[src/rtl/uart_rx_fifo_if.sv]
// uart_rx_fifo_if: receiver push, consumer pop and status signals of the RX byte FIFO
interface uart_rx_fifo_if #(
    parameter int DEPTH = 16
) ();
    localparam int AW = $clog2(DEPTH);
    logic [7:0]  rx_data;
    logic        rx_data_ready;
    logic        flush;
    logic        rd_en;
    logic        clr_overflow;
    logic [7:0]  rd_data;
    logic        rd_valid;
    logic        full;
    logic        almost_full;
    logic [AW:0] count;
    logic        overflow;
    modport master (
        output rx_data, rx_data_ready, flush, rd_en, clr_overflow,
        input  rd_data, rd_valid, full, almost_full, count, overflow
    );
    modport slave (
        input  rx_data, rx_data_ready, flush, rd_en, clr_overflow,
        output rd_data, rd_valid, full, almost_full, count, overflow
    );
endinterface

[src/rtl/uart_rx_fifo.sv]
// uart_rx_fifo: first-word-fall-through byte FIFO behind the UART receiver with sticky overflow
module uart_rx_fifo #(
    parameter int DEPTH             = 16,
    parameter int ALMOST_FULL_LEVEL = 12
) (
    input logic           clk,
    input logic           rst,
    uart_rx_fifo_if.slave bus
);
    localparam int AW = $clog2(DEPTH);
    localparam logic [AW:0] FULL_C = (AW+1)'(DEPTH);
    localparam logic [AW:0] AF_C   = (AW+1)'(ALMOST_FULL_LEVEL);

    logic [7:0]    mem [DEPTH];
    logic [AW-1:0] wr_ptr_q, wr_ptr_d, rd_ptr_q, rd_ptr_d;
    logic [AW:0]   count_q, count_d;
    logic          overflow_q, overflow_d;
    logic          push, pop, drop, is_full;

    assign is_full         = count_q == FULL_C;
    assign bus.rd_valid    = count_q != '0;
    assign bus.full        = is_full;
    assign bus.almost_full = count_q >= AF_C;
    assign bus.count       = count_q;
    assign bus.overflow    = overflow_q;
    assign bus.rd_data     = bus.rd_valid ? mem[rd_ptr_q] : 8'h00;

    // Qualify requests; a flush swallows any same-cycle push or pop, and a full FIFO only
    // accepts a push when a pop frees a slot in the same cycle.
    always_comb begin
        pop        = bus.rd_en & bus.rd_valid & ~bus.flush;
        push       = bus.rx_data_ready & ~bus.flush & (~is_full | pop);
        drop       = bus.rx_data_ready & ~bus.flush & is_full & ~pop;
        wr_ptr_d   = bus.flush ? '0 : push ? wr_ptr_q + 1'b1 : wr_ptr_q;
        rd_ptr_d   = bus.flush ? '0 : pop ? rd_ptr_q + 1'b1 : rd_ptr_q;
        count_d    = bus.flush ? '0 :
                     (push & ~pop) ? count_q + 1'b1 :
                     (pop & ~push) ? count_q - 1'b1 : count_q;
        overflow_d = drop ? 1'b1 : bus.clr_overflow ? 1'b0 : overflow_q;
    end

    // Pointer, occupancy and overflow state; reset wins over flush.
    always_ff @(posedge clk) begin
        if (rst) begin
            wr_ptr_q   <= '0;
            rd_ptr_q   <= '0;
            count_q    <= '0;
            overflow_q <= 1'b0;
        end else begin
            wr_ptr_q   <= wr_ptr_d;
            rd_ptr_q   <= rd_ptr_d;
            count_q    <= count_d;
            overflow_q <= overflow_d;
        end
    end

    // Byte storage is deliberately not reset.
    always_ff @(posedge clk) begin
        if (push) mem[wr_ptr_q] <= bus.rx_data;
    end
endmodule

[src/flat_wrapper.sv]
// flat-port wrapper written by rule: the top's interface ports become plain ports
module uart_rx_fifo_flat 
#(
    parameter int DEPTH             = 16,
    parameter int ALMOST_FULL_LEVEL = 12
)
  (clk, rst, bus_rx_data, bus_rx_data_ready, bus_flush, bus_rd_en, bus_clr_overflow, bus_rd_data, bus_rd_valid, bus_full, bus_almost_full, bus_count, bus_overflow);
  uart_rx_fifo_if #(.DEPTH(DEPTH)) bus_i ();
  input logic clk;
  input logic rst;
  input wire logic [$bits(bus_i.rx_data)-1:0] bus_rx_data;
  input wire logic [$bits(bus_i.rx_data_ready)-1:0] bus_rx_data_ready;
  input wire logic [$bits(bus_i.flush)-1:0] bus_flush;
  input wire logic [$bits(bus_i.rd_en)-1:0] bus_rd_en;
  input wire logic [$bits(bus_i.clr_overflow)-1:0] bus_clr_overflow;
  output wire logic [$bits(bus_i.rd_data)-1:0] bus_rd_data;
  output wire logic [$bits(bus_i.rd_valid)-1:0] bus_rd_valid;
  output wire logic [$bits(bus_i.full)-1:0] bus_full;
  output wire logic [$bits(bus_i.almost_full)-1:0] bus_almost_full;
  output wire logic [$bits(bus_i.count)-1:0] bus_count;
  output wire logic [$bits(bus_i.overflow)-1:0] bus_overflow;
  assign bus_i.rx_data = bus_rx_data;
  assign bus_i.rx_data_ready = bus_rx_data_ready;
  assign bus_i.flush = bus_flush;
  assign bus_i.rd_en = bus_rd_en;
  assign bus_i.clr_overflow = bus_clr_overflow;
  assign bus_rd_data = bus_i.rd_data;
  assign bus_rd_valid = bus_i.rd_valid;
  assign bus_full = bus_i.full;
  assign bus_almost_full = bus_i.almost_full;
  assign bus_count = bus_i.count;
  assign bus_overflow = bus_i.overflow;
  uart_rx_fifo #(.DEPTH(DEPTH), .ALMOST_FULL_LEVEL(ALMOST_FULL_LEVEL)) u_core (.clk(clk), .rst(rst), .bus(bus_i));
endmodule
[config.mk]
export PLATFORM = sky130hd
export DESIGN_NAME = uart_rx_fifo_flat
export DESIGN_NICKNAME = d
export VERILOG_FILES = /design/src/rtl/uart_rx_fifo_if.sv /design/src/rtl/uart_rx_fifo.sv /design/src/flat_wrapper.sv
export SDC_FILE = /design/constraint.sdc
export NUM_CORES = 1
export LEC_CHECK = 0
export CORE_MARGIN = 5
export CORE_UTILIZATION = 59
export DETAILED_ROUTE_END_ITERATION = 12
export HOLD_SLACK_MARGIN = 0.12
export PLACE_DENSITY = 0.79
export SLEW_MARGIN = 20
export SYNTH_ARGS = -nofsm -noshare
export SYNTH_HDL_FRONTEND = slang
export SYNTH_SLANG_ARGS = --single-unit
[constraint.sdc]
create_clock -name clk -period 3.1 [get_ports clk]
set_clock_uncertainty 0.15 [all_clocks]
set_input_delay 0.465 -clock clk [delete_from_list [all_inputs] [get_ports clk]]
set_output_delay 0.465 -clock clk [all_outputs]
set_load 0.1 [all_outputs]
==> results.tsv <==
metric	value	unit
dpl hpwl	7463	um
syn_area_per_cell	17.95	um2
largest family of logic cells by synthesized area	multiplexers	
TritonCTS clock tree	yes	
clock buffer depth	2	
Clock Latency Late Sink	510	ps
WS Path Type	reg2out	
vias in the first global route	3372	
io pins	31	
delay-heaviest family, CP	multiplexers	
min-delay worst type	reg2reg	
register area share after synthesis	70.13	%
crit end category	primary output	
Worst Path Buf+Inv	3	
Via density	5.856	
most frequent cells in the layout	128 x edfxtp_1, 34 x buf_4, 30 x nor2_1	
setup TNS	0	ps
cell area power density	628.2	nW/um2
WL/cell	22.39	um
Synth Area in Compound Gates	3.444	%
clock share of power	42.9	%
Pint	3.573	mW
endpoints failing setup	0	
layout cells sized above 1	32.35	%
Buffers on Ports	30	
simple-gate portion of the synthesized area	6.011	%
Post-synth EDFFs	128	
Die Y	110.8	um
Hold Buf Count CTS	0	
pin count of the biggest net entering global routing	17	
library cells used by synthesis	40	
CTS Buf Count	17	
Critical Path RT	2480	ps
Clk pin slew, worst setup/hold paths	60	ps
hold slack	386.3	ps
RSZ-0062 raised after global routing	true	
Relative slew margins	38.40	%
flops & latches, synth	146	
multiplexer share of the synthesized area	14.59	%
Sw Ratio	23.02	%
Synthesized Nets	358	
Final ANT Viol Nets	0	
H-tree levels	4	
Least-Margin Pin Slew	922.7	ps
max incr delay on CP	530	ps
final net count	419	
post-layout min period	3009	ps
initial antenna violation count	0	
VDD IR max	0.3347	mV
1st-iter DRT viols	190	
commonest non-fill, non-tap cell in the layout	edfxtp_1	
Remaining Overflow, GRT	0	
GRT Total Usage	21.02	%
Leakage	2.470	nW
Hold Vio Cnt, Final	0	
routability cong.	0.8568	
CP arrival	2390	ps
number of remaining DRC errors	0	
setup ws final	91.37	ps
Antenna Cells	0	
core area	9819	um2
number of placement rows	36	
post-route clock period utilization	97.05	%
Logic pwr share	10.4	%
part of the power in registers	46.7	%
Synth async-reset ratio	0	%
NetSw	1.069	mW
Max Cap Viol	0	
overall die width	110.8	um
die area	12280	um2
clock sinks	146	
outcome	finished clean	
critical-path maximum fanout	8	
area growth from synthesis to layout	23.27	%
via count	3168	
CP startpoint kind	flip-flop	
CTS root buffer	clkbuf_8	
fmax	332.4	MHz
Initial Util	61.05	%
yosys warns	0	
pre-CTS WS	163.1	ps
Routed Wire Length	12110	um
xor/xnor share of the synthesized area	1.023	%
first-pass detailed-route iteration total	5	
predominant post-synthesis flop cell	edfxtp_1	
first-pass GRT wire length	19020	um
Slew Limit Fails	0	
most frequent CP cell	buf_12	
crit path max-delay cell type	mux4_1	
cell area after synthesis	5994	um2
Mapped Cells	334	
Synth Area in Adders	2.212	%
cells along the critical path	buf_12 -> buf_4 -> mux4_1 -> a211oi_1 -> a211oi_2 -> buf_12	
worst paths after layout:
kind / startpoint / endpoint / slack (ps) / depth (start not counted)
worst max-delay path: flip-flop / bus_rd_data[3] / 90 / 6
worst min-delay path: u_core.rd_ptr_q[3] / flip-flop / 390 / 2
worst max register to register: u_core.bus.count[0] / u_core.bus.count[4] / 280 / 10
worst min register to register: u_core.rd_ptr_q[3] / flip-flop / 390 / 2
power groups by stage:
| stage | Clock [mW] | Combinational [mW] | Sequential (mW) |
|---|---|---|---|
| final | 1.99 | 0.483 | 2.17 |
| after CTS | 2.02 | 0.479 | 2.17 |
| after global routing | 2.13 | 0.507 | 2.17 |
| after detailed placement | 0 | 0.475 | 2.21 |
| after global placement | 0 | 0.467 | 2.21 |
| after floorplan | 0 | 0.287 | 2.23 |
tightest hold or removal path, delay by kind of cell (launching register included):
kind,cells,cell delay [ps]
flip-flops,1,330
AND/OR/NAND/NOR,1,50
XOR/XNOR,1,120
area by class of cell:
type,instances,area (um2)
clock buffer,26,574.3
inverter,10,37.54
timing repair buffer,60,658.1
clock inverter,6,32.53
multi-input combinational,160,1704
tap,133,166.4
sequential,146,4217
fill,594,2430
per-layer routing:
layer / vias to the layer above / share of wire (%) / wire length, um / GRT usage [%]
met5: - / 0 / 0 / 0
met4: 0 / 0.52 / 63 / 5.829
met3: 4 / 5.7 / 695 / 6.223
met2: 102 / 54 / 6535 / 36.45
met1: 1625 / 40 / 4817 / 25.81
li1: 1437 / - / - / -
cells by family (layout without fill, tap and decap cells):
logic type	count (synthesis)	after routing
buffers and inverters	28	102
xor gates and xnor gates	7	7
and+or+nand+nor	71	71
DFF	146	146
muxes	44	44
adders and majority gates	10	10
AOI/OAI and AO/OA	28	28
state kept, by name (all words and copies together), names as in the netlist, named ones only:
signal	cells
u_core.bus.count	5
u_core.bus.overflow	1
u_core.mem	128
u_core.rd_ptr_q	4
u_core.wr_ptr_q	4
cell usage after synthesis (2+ instances only):
library cell	n	area [um2]
nand2_1	9	33.78
xnor2_1	3	26.28
nor3_1	4	20.02
nand2b_1	4	25.02
buf_2	6	30.03
or2_2	2	12.51
ha_1	9	112.6
nor2_1	30	112.6
edfxtp_1	128	3844
buf_6	2	22.52
dfxtp_1	18	360.4
clkbuf_1	4	15.01
a21oi_1	5	25.02
xor2_1	4	35.03
buf_1	2	7.510
inv_1	10	37.54
mux4_1	9	236.5
nor2b_1	9	56.30
mux4_2	23	518.0
a211oi_1	16	120.1
nand3_1	5	25.02
buf_4	3	22.52
mux2i_1	12	120.1
metrics by stage:
stage	cells	power [mW]	utilization (%)	instance area, um2
finish	541	4.642	75.25	7390
global route	541	4.804	75.25	7390
CTS	537	4.664	74.48	7313
detailed placement	501	2.683	67.60	6638
global placement	501	2.673	67.60	6638
floorplan	334	2.518	-	6041
what timing repair did:
item                                    CTS  global route
gates resized for setup                   5            13
hold endpoints to repair                  0             0
gates cloned                              1             0
setup buffers                             3             4
pin swaps                                 1             7
endpoints found under the setup margin    7             6
No activity file was read; power rests on OpenSTA's default activity.
